==> src/rtl/ex_muldiv_if.sv <==
// Operand/result bundle between the execute stage and the iterative multiply/divide unit.
interface ex_muldiv_if #(
  parameter int WIDTH = 32,
  parameter int TAGW  = 5
);
  logic             start;
  logic [1:0]       op;
  logic             flush;
  logic [WIDTH-1:0] a;
  logic [WIDTH-1:0] b;
  logic [TAGW-1:0]  dst;
  logic             busy;
  logic             stall;
  logic             done;
  logic [WIDTH-1:0] hi;
  logic [WIDTH-1:0] lo;
  logic [TAGW-1:0]  dst_out;

  modport master (
    output start, op, flush, a, b, dst,
    input  busy, stall, done, hi, lo, dst_out
  );

  modport slave (
    input  start, op, flush, a, b, dst,
    output busy, stall, done, hi, lo, dst_out
  );
endinterface

==> src/rtl/ex_muldiv.sv <==
// Iterative signed/unsigned multiply and divide for the execute stage.
// Works on operand magnitudes for WIDTH cycles, then applies the latched result signs.
module ex_muldiv #(
  parameter int WIDTH = 32,
  parameter int TAGW  = 5
) (
  input logic         CLK,
  input logic         nRST,
  ex_muldiv_if.slave  mdu
);

  localparam int CW = $clog2(WIDTH) + 1;

  typedef enum logic [1:0] {IDLE, RUN, FIX, DONE} state_t;

  state_t             state_q, state_d;
  logic [CW-1:0]      count_q, count_d;
  logic               isDiv_q, isDiv_d;
  logic               negRes_q, negRes_d;
  logic               negRem_q, negRem_d;
  logic [WIDTH-1:0]   addend_q, addend_d;
  logic [2*WIDTH-1:0] acc_q, acc_d;
  logic [TAGW-1:0]    dstReg_q, dstReg_d;
  logic [WIDTH-1:0]   hi_q, hi_d;
  logic [WIDTH-1:0]   lo_q, lo_d;
  logic [TAGW-1:0]    dstOut_q, dstOut_d;

  logic               signA, signB;
  logic [WIDTH-1:0]   aMag, bMag;
  logic [WIDTH:0]     mulSum;
  logic [WIDTH:0]     divShift;
  logic               divGe;
  logic [WIDTH-1:0]   divRem;
  logic [2*WIDTH-1:0] prodFix;
  logic [WIDTH-1:0]   quoFix, remFix;

  always_ff @(posedge CLK or negedge nRST) begin
    if (!nRST) begin
      state_q  <= IDLE;
      count_q  <= '0;
      isDiv_q  <= 1'b0;
      negRes_q <= 1'b0;
      negRem_q <= 1'b0;
      addend_q <= '0;
      acc_q    <= '0;
      dstReg_q <= '0;
      hi_q     <= '0;
      lo_q     <= '0;
      dstOut_q <= '0;
    end else begin
      state_q  <= state_d;
      count_q  <= count_d;
      isDiv_q  <= isDiv_d;
      negRes_q <= negRes_d;
      negRem_q <= negRem_d;
      addend_q <= addend_d;
      acc_q    <= acc_d;
      dstReg_q <= dstReg_d;
      hi_q     <= hi_d;
      lo_q     <= lo_d;
      dstOut_q <= dstOut_d;
    end
  end

  always_comb begin
    state_d  = state_q;
    count_d  = count_q;
    isDiv_d  = isDiv_q;
    negRes_d = negRes_q;
    negRem_d = negRem_q;
    addend_d = addend_q;
    acc_d    = acc_q;
    dstReg_d = dstReg_q;
    hi_d     = hi_q;
    lo_d     = lo_q;
    dstOut_d = dstOut_q;

    signA = mdu.op[0] & mdu.a[WIDTH-1];
    signB = mdu.op[0] & mdu.b[WIDTH-1];
    aMag  = signA ? -mdu.a : mdu.a;
    bMag  = signB ? -mdu.b : mdu.b;

    // Multiply keeps the partial sum in the upper half and shifts the multiplier out of the lower half;
    // divide keeps the partial remainder in the upper half and shifts quotient bits into the lower half.
    mulSum   = {1'b0, acc_q[2*WIDTH-1:WIDTH]} + {1'b0, (acc_q[0] ? addend_q : '0)};
    divShift = {acc_q[2*WIDTH-1:WIDTH], acc_q[WIDTH-1]};
    divGe    = (divShift >= {1'b0, addend_q});
    divRem   = divGe ? WIDTH'(divShift - {1'b0, addend_q}) : divShift[WIDTH-1:0];

    prodFix = negRes_q ? -acc_q : acc_q;
    quoFix  = negRes_q ? -acc_q[WIDTH-1:0] : acc_q[WIDTH-1:0];
    remFix  = negRem_q ? -acc_q[2*WIDTH-1:WIDTH] : acc_q[2*WIDTH-1:WIDTH];

    case (state_q)
      IDLE: begin
        if (mdu.start) begin
          isDiv_d  = mdu.op[1];
          negRes_d = signA ^ signB;
          negRem_d = signA;
          dstReg_d = mdu.dst;
          count_d  = '0;
          if (mdu.op[1] && (mdu.b == '0)) begin
            hi_d     = mdu.a;
            lo_d     = '1;
            dstOut_d = mdu.dst;
            state_d  = DONE;
          end else if (mdu.op[1]) begin
            acc_d    = {{WIDTH{1'b0}}, aMag};
            addend_d = bMag;
            state_d  = RUN;
          end else begin
            acc_d    = {{WIDTH{1'b0}}, bMag};
            addend_d = aMag;
            state_d  = RUN;
          end
        end
      end
      RUN: begin
        if (isDiv_q) begin
          acc_d = {divRem, acc_q[WIDTH-2:0], divGe};
        end else begin
          acc_d = {mulSum, acc_q[WIDTH-1:1]};
        end
        count_d = count_q + 1'b1;
        if (count_q == CW'(WIDTH - 1)) begin
          state_d = FIX;
        end
      end
      FIX: begin
        if (isDiv_q) begin
          hi_d = remFix;
          lo_d = quoFix;
        end else begin
          hi_d = prodFix[2*WIDTH-1:WIDTH];
          lo_d = prodFix[WIDTH-1:0];
        end
        dstOut_d = dstReg_q;
        state_d  = DONE;
      end
      DONE: begin
        state_d = IDLE;
      end
      default: begin
        state_d = IDLE;
      end
    endcase

    // A flush wins over everything except reset and must never publish a result.
    if (mdu.flush) begin
      state_d  = IDLE;
      hi_d     = hi_q;
      lo_d     = lo_q;
      dstOut_d = dstOut_q;
    end
  end

  assign mdu.busy    = (state_q == RUN) || (state_q == FIX);
  assign mdu.stall   = mdu.busy || (mdu.start && (state_q == IDLE) && !mdu.flush);
  assign mdu.done    = (state_q == DONE);
  assign mdu.hi      = hi_q;
  assign mdu.lo      = lo_q;
  assign mdu.dst_out = dstOut_q;

endmodule
==> src/flat_wrapper.sv <==
// flat-port wrapper written by rule: the top's interface ports become plain ports
module ex_muldiv_flat 
#(
  parameter int WIDTH = 32,
  parameter int TAGW  = 5
)
  (CLK, nRST, mdu_start, mdu_op, mdu_flush, mdu_a, mdu_b, mdu_dst, mdu_busy, mdu_stall, mdu_done, mdu_hi, mdu_lo, mdu_dst_out);
  ex_muldiv_if #(.WIDTH(WIDTH), .TAGW(TAGW)) mdu_i ();
  input logic CLK;
  input logic nRST;
  input wire logic [$bits(mdu_i.start)-1:0] mdu_start;
  input wire logic [$bits(mdu_i.op)-1:0] mdu_op;
  input wire logic [$bits(mdu_i.flush)-1:0] mdu_flush;
  input wire logic [$bits(mdu_i.a)-1:0] mdu_a;
  input wire logic [$bits(mdu_i.b)-1:0] mdu_b;
  input wire logic [$bits(mdu_i.dst)-1:0] mdu_dst;
  output wire logic [$bits(mdu_i.busy)-1:0] mdu_busy;
  output wire logic [$bits(mdu_i.stall)-1:0] mdu_stall;
  output wire logic [$bits(mdu_i.done)-1:0] mdu_done;
  output wire logic [$bits(mdu_i.hi)-1:0] mdu_hi;
  output wire logic [$bits(mdu_i.lo)-1:0] mdu_lo;
  output wire logic [$bits(mdu_i.dst_out)-1:0] mdu_dst_out;
  assign mdu_i.start = mdu_start;
  assign mdu_i.op = mdu_op;
  assign mdu_i.flush = mdu_flush;
  assign mdu_i.a = mdu_a;
  assign mdu_i.b = mdu_b;
  assign mdu_i.dst = mdu_dst;
  assign mdu_busy = mdu_i.busy;
  assign mdu_stall = mdu_i.stall;
  assign mdu_done = mdu_i.done;
  assign mdu_hi = mdu_i.hi;
  assign mdu_lo = mdu_i.lo;
  assign mdu_dst_out = mdu_i.dst_out;
  ex_muldiv #(.WIDTH(WIDTH), .TAGW(TAGW)) u_core (.CLK(CLK), .nRST(nRST), .mdu(mdu_i));
endmodule
==> config.mk <==
export PLATFORM = sky130hd
export DESIGN_NAME = ex_muldiv_flat
export DESIGN_NICKNAME = d
export VERILOG_FILES = /design/src/rtl/ex_muldiv_if.sv /design/src/rtl/ex_muldiv.sv /design/src/flat_wrapper.sv
export SDC_FILE = /design/constraint.sdc
export NUM_CORES = 1
export LEC_CHECK = 0
export CORE_MARGIN = 2
export CORE_UTILIZATION = 33
export DETAILED_ROUTE_END_ITERATION = 7
export PLACE_DENSITY = 0.54
export SKIP_LAST_GASP = 1
export SYNTH_ARGS = -nofsm -noshare
export SYNTH_HDL_FRONTEND = slang
export SYNTH_SLANG_ARGS = --single-unit
==> constraint.sdc <==
create_clock -name CLK -period 4.5 [get_ports CLK]
set_input_delay 1.125 -clock CLK [delete_from_list [all_inputs] [get_ports CLK]]
set_output_delay 1.125 -clock CLK [all_outputs]
set_load 0.02 [all_outputs]
## Yosys cells after proc, flatten, opt, wreduce, memory -nomap -nowiden

Cells that the tools add are included.
W data, S select, Z words.

| storage, ports and cells | value |
|---|---|
| register bits after elaboration | 181 |
| bits of input ports | 75 |
| output and inout bits | 72 |
| word-level logic and storage cells | 81 |

| operators by class | value |
|---|---|
| add/sub/neg operators | 8 |
| $lt $le $gt $ge | 1 |
| equal/unequal tests | 9 |
| muxes and demuxes | 31 |
| bitwise operators | 5 |
| reduce and logical (&&, ||, !) cells | 16 |

Operator list:

| kind | count |
|---|---|
| $mux W32 | 14 |
| $mux W64 | 4 |
| $neg A32 Y32 | 4 |
| $pmux W32 S2 | 2 |
| $pmux W64 S2 | 1 |
| $neg A64 Y64 | 1 |
| $add A32 B32 Y33 | 1 |
| $ge A33 B32 Y1 | 1 |
| $logic_not A32 Y1 | 1 |
| $sub A32 B32 Y32 | 1 |
| $pmux W6 S2 | 1 |
| $mux W5 | 2 |
| $pmux W5 S2 | 1 |
| $mux W2 | 4 |
| $pmux W2 S4 | 1 |
| $add A6 B1 Y6 const B | 1 |
| $eq A6 B5 Y1 const B | 1 |
| $mux W6 | 1 |
| $reduce_and A2 Y1 | 3 |
| $reduce_and A3 Y1 | 2 |
| $eq A2 B2 Y1 const B | 2 |
| $ne A2 B2 Y1 const B | 2 |
| $reduce_and A4 Y1 | 1 |
| $reduce_bool A2 Y1 | 2 |
| other kinds (11) | 16 |

## Depth between registers and ports, before layout

Gate-level depths: netlist of the first run.

| depth | value |
|---|---|
| word-level depth | 6 |
| depth in mapped cells | 14 |
| depth with buffers taken out | 13 |

## Worst setup path after synthesis of the first run

Ideal clock, no wire load.

| path | value |
|---|---|
| kind | input-to-reg |
| start | in mdu_b[4] |
| end | reg u_core.acc_q[0] |
| library setup time | 0.139 ns |
| arrival | 3.302 ns |
| data required time | 4.361 ns |
| path slack | 1.058 ns |
| stages | 10 |
| buffers on the path | 2 |
| cells stage by stage | or4_1 -> nor4_1 -> and2_1 -> and3_1 -> or2_2 -> buf_2 -> o21ai_2 -> buf_2 -> o311ai_0 -> o21ai_0 |

| on the way | value |
|---|---|
| longest elaborated chain between the ends | 4 |

RTL lines:

| element | line | source |
|---|---|---|
| from (decl) | flat_wrapper.sv:15 | `input wire logic [$bits(mdu_i.b)-1:0] mdu_b;` |
| $logic_not A32 Y1 | ex_muldiv.sv:102 | `if (mdu.op[1] && (mdu.b == '0)) begin` |
| $logic_and A1 B1 Y1 | ex_muldiv.sv:102 |  |
| $ne A2 B2 Y1 (no source line) | -- |  |
| $reduce_and A3 Y1 (no source line) | -- |  |
| to (signal assigned) | ex_muldiv.sv:45 | `acc_q <= '0;` |
| to (signal assigned) | ex_muldiv.sv:57 | `acc_q <= acc_d;` |
| to (decl) | ex_muldiv.sv:22 | `logic [2*WIDTH-1:0] acc_q, acc_d;` |

Every way passes these cells.
A chain may end at the register's enable or synchronous reset.

## Worst setup path after layout of the first run

| path | value |
|---|---|
| start | reg u_core.acc_q[0] |
| end | reg u_core.acc_q[57] |

| on the way | value |
|---|---|
| longest elaborated chain between the ends | 4 |

RTL lines:

| element | line | source |
|---|---|---|
| $mux W32 | ex_muldiv.sv:85 | `mulSum = {1'b0, acc_q[2*WIDTH-1:WIDTH]} + {1'b0, (acc_q[0] ? addend_q : '0)};` |
| $add A32 B32 Y33 | ex_muldiv.sv:85 |  |
| $mux W64 | ex_muldiv.sv:119 | `if (isDiv_q) begin` |
| $pmux W64 S2 | ex_muldiv.sv:94 | `case (state_q)` |

Every way passes these cells.

==> results of run 1 <==
-- worst paths after layout --
kind	to	slack (ns)	cells past startpoint
min reg2reg	u_core.mdu.dst_out[0]	0.49	2
min in group asynchronous	u_core.mdu.lo[18]	0.68	1
max in group asynchronous	u_core.mdu.lo[28]	2.82	2
max	u_core.acc_q[57]	0.23	13
min	u_core.mdu.dst_out[0]	0.49	2
max reg2reg	u_core.acc_q[57]	0.23	13
-- cells by family after synthesis --
logic type / after synthesis
flops: 181
simple gates: 648
compound gates: 636
fa+ha+maj: 75
mux: 79
xor+xnor: 171
buf+inv: 183
-- cell usage after synthesis, types with 6 or more instances --
cell type  instances  area share [%]
xor2_1           100             5.7
mux2_2            31             2.3
o21bai_1          10            0.49
a22o_1             8            0.45
a31oi_1           47             1.9
a21o_1            24             1.2
xnor2_1           71             4.0
a32o_1             8            0.52
nand4_1           16            0.65
inv_1             68             1.7
and2_1            10            0.41
or4_1             12            0.58
nor3_1            34             1.1
o211ai_1          18            0.88
nor2b_1           14            0.57
or3_1             16            0.65
nand3_1           43             1.4
mux2i_1           48             3.1
nor2_1           230             5.6
o311ai_0           6            0.34
or2_2              9            0.36
a21oi_1          196             6.4
o21a_1             9            0.44
nor4_1            21            0.85
o221ai_1           6            0.34
o41ai_1           13            0.74
dfrtp_1          181              29
o21ai_0          169             5.5
buf_1             21            0.51
buf_2              8            0.26
nand2b_1          13            0.53
a211oi_1          40             1.9
ha_1              73             5.9
a22oi_1           16            0.78
and3_1            17            0.69
clkbuf_1          85             2.1
nand2_1          182             4.4
o31ai_1           26             1.3
nor3b_1           16            0.78
-- where the power goes --
group / total, mW / switching, mW / internal (mW)
Clock: 1.62 / 0.819 / 0.804
Combinational: 8.61 / 5.26 / 3.35
Sequential: 3.14 / 0.821 / 2.32
Total: 13.4 / 6.90 / 6.47
-- flip-flops by register name, summed over array words and instances (netlist names) --
signal / count
u_core.acc_q: 64
u_core.mdu.dst_out: 5
u_core.isDiv_q: 1
u_core.mdu.hi: 32
u_core.negRem_q: 1
u_core.negRes_q: 1
u_core.count_q: 6
u_core.addend_q: 32
u_core.mdu.lo: 32
u_core.dstReg_q: 5
u_core.state_q: 2
-- cell type report --
cell class	count	area, sq um
fillers	4804	28010
clock buffers	17	425.4
diodes	1	2.502
clock inverters	15	178.9
multi-input cells	1609	10240
flip-flops and latches	181	4531
well taps	607	759.5
inverters	68	255.2
repair buffers	206	1951
-- critical path, cell delays in order (launching register included) --
cell and delay (ns):
dfrtp_1 0.52, inv_1 0.55, buf_4 0.39, nor2_1 0.09
ha_1 0.44, nand2_1 0.10, a21oi_1 0.11, o21ai_0 0.13
buf_4 0.17, o21a_1 0.20, o21ai_0 0.68, a211oi_1 0.20
xnor2_1 0.23, a221o_1 0.34
-- per-layer routing --
layer / wire, um / track usage (%) / share of wire, % / vias up
li1: - / - / - / 7374
met1: 26910 / 33.02 / 45 / 7412
met2: 28630 / 41.81 / 48 / 428
met3: 2915 / 2.667 / 4.9 / 62
met4: 1437 / 7.651 / 2.4 / 0
met5: 0 / 0 / 0 / -
-- per-stage QoR --
stage / utilization [%] / area [sq um] / worst slack (ns)
floorplan: - / 15430 / 1.058
global placement: 38.27 / 17740 / 0.2323
detailed placement: 38.27 / 17740 / 0.1593
CTS: 39.57 / 18340 / 0.3001
global route: 39.57 / 18340 / 0.06269
finish: 39.58 / 18350 / 0.2332
-- placed cells by master (no fill, tap or decap), types with 58 or more instances in the layout --
master,count
a21oi_1,196
dfrtp_1,180
ha_1,71
o21ai_0,169
buf_4,58
xnor2_1,71
xor2_1,100
nand2_1,182
clkdlybuf4s50_1,144
nor2_1,230
inv_1,68
==> results_dict.tcl, run 1 <==
set metrics [dict create \
    period_share_pct 94.82 \
    synthAdderAreaFrac_pct 6.178 \
    startpoint "u_core.acc_q[0]" \
    num_io_pins 147 \
    synth_cells 1973 \
    grt_pass1_wl_mm 90.33 \
    finalSetupTns_ns 0 \
    yosys.area_share.simple_pct 19.53 \
    first_global_vias 14520 \
    gr-total-overflow 0 \
    worst_pin_slew_ns 0.8689 \
    antenna_found_initial 0 \
    worstPathMaxFanout 21 \
    clock_skew_ns 0.01985 \
    dp.cells 2671 \
    critical_path_class "reg2reg" \
    cts_buffers 17 \
    async_flop_share_pct 100.0 \
    p_leak_nw 7.582 \
    synthesis.nets 2123 \
    grt_start_max_net_pins 80 \
    initial_core_util_pct 33.29 \
    slew_violations 0 \
    clkLatencyLatePin_ns 0.48 \
    clk_path_buf_depth 2 \
    required_ns 4.87 \
    hold_path.class "reg2reg" \
    peakVddDrop_mv 0.3489 \
    drt_first_pass_iters 7 \
    clock.fmax_mhz 234.4 \
    clockRootBuffer "clkbuf_16" \
    power.density_nw_per_um2 729.0 \
    core_sq_um 46360 \
    drv_cap 0 \
    dieArea_sq_um 48510 \
    nets 2233 \
    row_count 79 \
    r2r-start "u_core.acc_q[0]" \
    dp_hpwl_mm 47.30 \
    vias 15280 \
    ys_types 69 \
    endpoint_kind "flop" \
    synth_top_family_by_area "compound AO/OA/AOI/OAI gates" \
    synth_edf_count 0 \
    drive_gt1_share_pct 7.252 \
    slew_headroom_pct 41.85 \
    synth-seq-cells 181 \
    wl_per_cell_um 22.15 \
    fin_cells 2704 \
    avgSynthCellArea_sq_um 7.822 \
    synth_compound_area_share_pct 25.30 \
    ys.flop_type "dfrtp_1" \
    cts.sinks 181 \
    port_buffers 146 \
    hold_viol 0 \
    yosysWarnings 0 \
    critPathLaunchType "flop" \
    die_x_um 220.3 \
    status "finished clean" \
    grtUsageTotal_pct 24.70 \
    drtIter0Drc 1139 \
    worstPathArrival_ns 4.63 \
    yosysSeqAreaShare_pct 29.35 \
    clkTransAtPathRegs_ns 0.09 \
    ant_nets 0 \
    route.detailed.drc 0 \
    postCtsSetupBuffers 0 \
    cts_hold_buffers 0 \
    synth_area_sq_um 15430 \
    worstHoldStart "u_core.mdu.dst_out[0]" \
    gp_congestion 0.9374 \
    rsz0062_at_grt "false" \
    ctsHtreeMaxLevel 4 \
    p_total_mw 13.37 \
    synthXorXnorAreaFrac_pct 9.704 \
    cts_resized 0 \
    cts_tree "built" \
    setup_viol 0 \
    period_minus_slack_ns 4.267 \
    via_per_inst 5.649 \
    whs_ns 0.4868 \
    area_growth_pct 18.87 \
    totalWireLength_mm 59.89 \
    die_height_um 220.3 \
    synthMuxAreaShare_pct 5.375 \
]
(Power assumes the default switching activity.)
==> run 2, diff against run 1 <==
Settings changed: CORE_UTILIZATION 33 to 50, PLACE_DENSITY 0.54 to 0.74.
==> results_dict.tcl, run 2 (synthesis results as in run 1) <==
set metrics [dict create \
    final_core_util_pct 59.56 \
    final_common_cell "nor2_1" \
    num_io_pins 147 \
    setup_viol 0 \
    endpoint_kind "flop" \
    drv_cap 0 \
    busiest_layer "met2" \
    cts_hold_buffers 0 \
    slew_headroom_pct 21.46 \
    gp_congestion 1.015 \
    hold_viol 0 \
    grt_use_met2_pct 52.38 \
    reg2regPathDepth 14 \
    finalSetupTns_ns 0 \
    drive_gt1_share_pct 7.605 \
    die_x_um 179.7 \
    power.density_nw_per_um2 748.4 \
    grt_pass1_wl_mm 88.75 \
    port_buffers 146 \
    clkLatencyLatePin_ns 0.47 \
    route.detailed.drc 0 \
    antenna_found_initial 0 \
    drt_first_pass_iters 6 \
    regMostFlops "u_core.acc_q" \
    layout_common_cells "230 x nor2_1, 196 x a21oi_1, 182 x nand2_1" \
    row_count 64 \
    totalWireLength_mm 58.42 \
    dp_hpwl_mm 45.53 \
    largest_reg_flops 64 \
    slew_violations 0 \
    fillers 2774 \
    status "finished clean" \
    nets 2241 \
    cts.sinks 181 \
    ant_nets 0 \
    antenna-diode-count 0 \
    gr-total-overflow 0 \
    critPathLaunchType "flop" \
    cts_buffers 17 \
    p_leak_nw 7.636 \
    startpoint "u_core.acc_q[0]" \
    via_per_inst 6.382 \
    rsz0062_at_grt "false" \
    worstPathMaxFanout 7 \
    worstPathArrival_ns 4.65 \
    hold_path.class "reg2reg" \
    first_global_vias 14770 \
    grtUsageTotal_pct 35.43 \
    worstHoldStart "u_core.mdu.hi[12]" \
    clockRootBuffer "clkbuf_16" \
    period_share_pct 94.66 \
    core_sq_um 30510 \
    wl_per_cell_um 23.37 \
    cts_tree "built" \
    required_ns 4.89 \
    initial_core_util_pct 50.59 \
    worst_pin_slew_ns 1.166 \
    clock_skew_ns 0.02410 \
    period_minus_slack_ns 4.260 \
    grtUsageMet1_pct 49.86 \
    peakVddDrop_mv 0.3638 \
    die_height_um 179.7 \
    clkTransAtPathRegs_ns 0.09 \
    r2r-start "u_core.acc_q[0]" \
    met3_usage_pct 6.807 \
    dieArea_sq_um 32290 \
    clock.fmax_mhz 234.8 \
    ctsHtreeMaxLevel 4 \
    vias 15960 \
    hold_depth 2 \
    grt_start_max_net_pins 97 \
    area_growth_pct 17.73 \
    critical_path_class "reg2reg" \
    drtIter0Drc 1988 \
    clk_path_buf_depth 2 \
]
-- run 2: cell count changes in the layout (fill, tap and decap cells not counted) --
cell        change
diode_2         -1
ha_2            +1
inv_12          +5
buf_4           +8
o21ai_0         -1
inv_8           -3
o21ai_1         +1
clkinv_8        +4
bufinv_16       -1
clkinv_4        -1
ha_4            -1
inv_6           -3
clkinvlp_4      -1
-- run 2: worst max-delay path, stage by stage (launching register included) --
cell and delay (ns):
dfrtp_1 0.57, and2_1 0.21, ha_1 0.22, inv_1 0.07, fa_1 0.38, nand2b_1 0.23
a21oi_1 0.26, o41a_1 0.26, o21ai_0 0.10, buf_4 0.15, o21a_1 0.28, o21ai_1 0.41
a21oi_1 0.12, o311ai_0 0.66, a32o_1 0.27
-- run 2: what timing repair did --
| action | 4_1_cts | 5_1_grt |
|---|---|---|
| setup buffers | 0 | 0 |
| hold endpoints to repair | 0 | 0 |
| setup endpoints to repair | 0 | 1 |
| resized for setup | 0 | 1 |
-- run 2: path summary, 6_finish.rpt --
path | endpoint | slack, ns
worst max register to register | u_core.acc_q[63] | 0.24
min in group asynchronous | u_core.dstReg_q[4] | 0.72
worst max-delay path | u_core.acc_q[63] | 0.24
worst min register to register | u_core.mdu.hi[12] | 0.49
max in group asynchronous | u_core.acc_q[39] | 2.88
worst min-delay path | u_core.mdu.hi[12] | 0.49
-- run 2: area by class of cell --
cell class                      instances  area (sq um)  share of cell area (%)
Clock buffer                           17         425.4                   2.341
Clock inverter                         15         219.0                   1.205
Inverter                               68         255.2                   1.405
Multi-Input combinational cell       1609         10230                   56.32
Sequential cell                       181          4531                   24.93
Tap cell                              396         495.5                   2.727
Timing Repair Buffer                  214          2011                   11.07
-- run 2: report_power, final --
group,internal (mW),leakage [nW],switching (mW)
Combinational,3.36,5.12,5.39
Sequential,2.32,2.20,0.870
Clock,0.787,0.309,0.875
Total,6.47,7.64,7.13
-- run 2: routing by layer --
| layer | part of all wire, % | up-vias |
|---|---|---|
| li1 | - | 7363 |
| met1 | 43 | 7589 |
| met2 | 42 | 855 |
| met3 | 9.8 | 149 |
| met4 | 5.1 | 0 |
| met5 | 0 | - |
-- run 2: metrics by stage --
| step | worst slack (ns) | instances | power, mW | cell area (sq um) | hold WS (ns) |
|---|---|---|---|---|---|
| floorplan | 1.058 | 1973 | 8.576 | 15430 | 0.4497 |
| global placement | 0.3226 | 2468 | 11.58 | 17530 | 0.4639 |
| detailed placement | 0.2565 | 2468 | 11.70 | 17530 | 0.4691 |
| CTS | 0.2495 | 2500 | 13.37 | 18170 | 0.4887 |
| global route | 0.1482 | 2500 | 14.42 | 18170 | 0.5133 |
| finish | 0.2404 | 2500 | 13.60 | 18170 | 0.4868 |
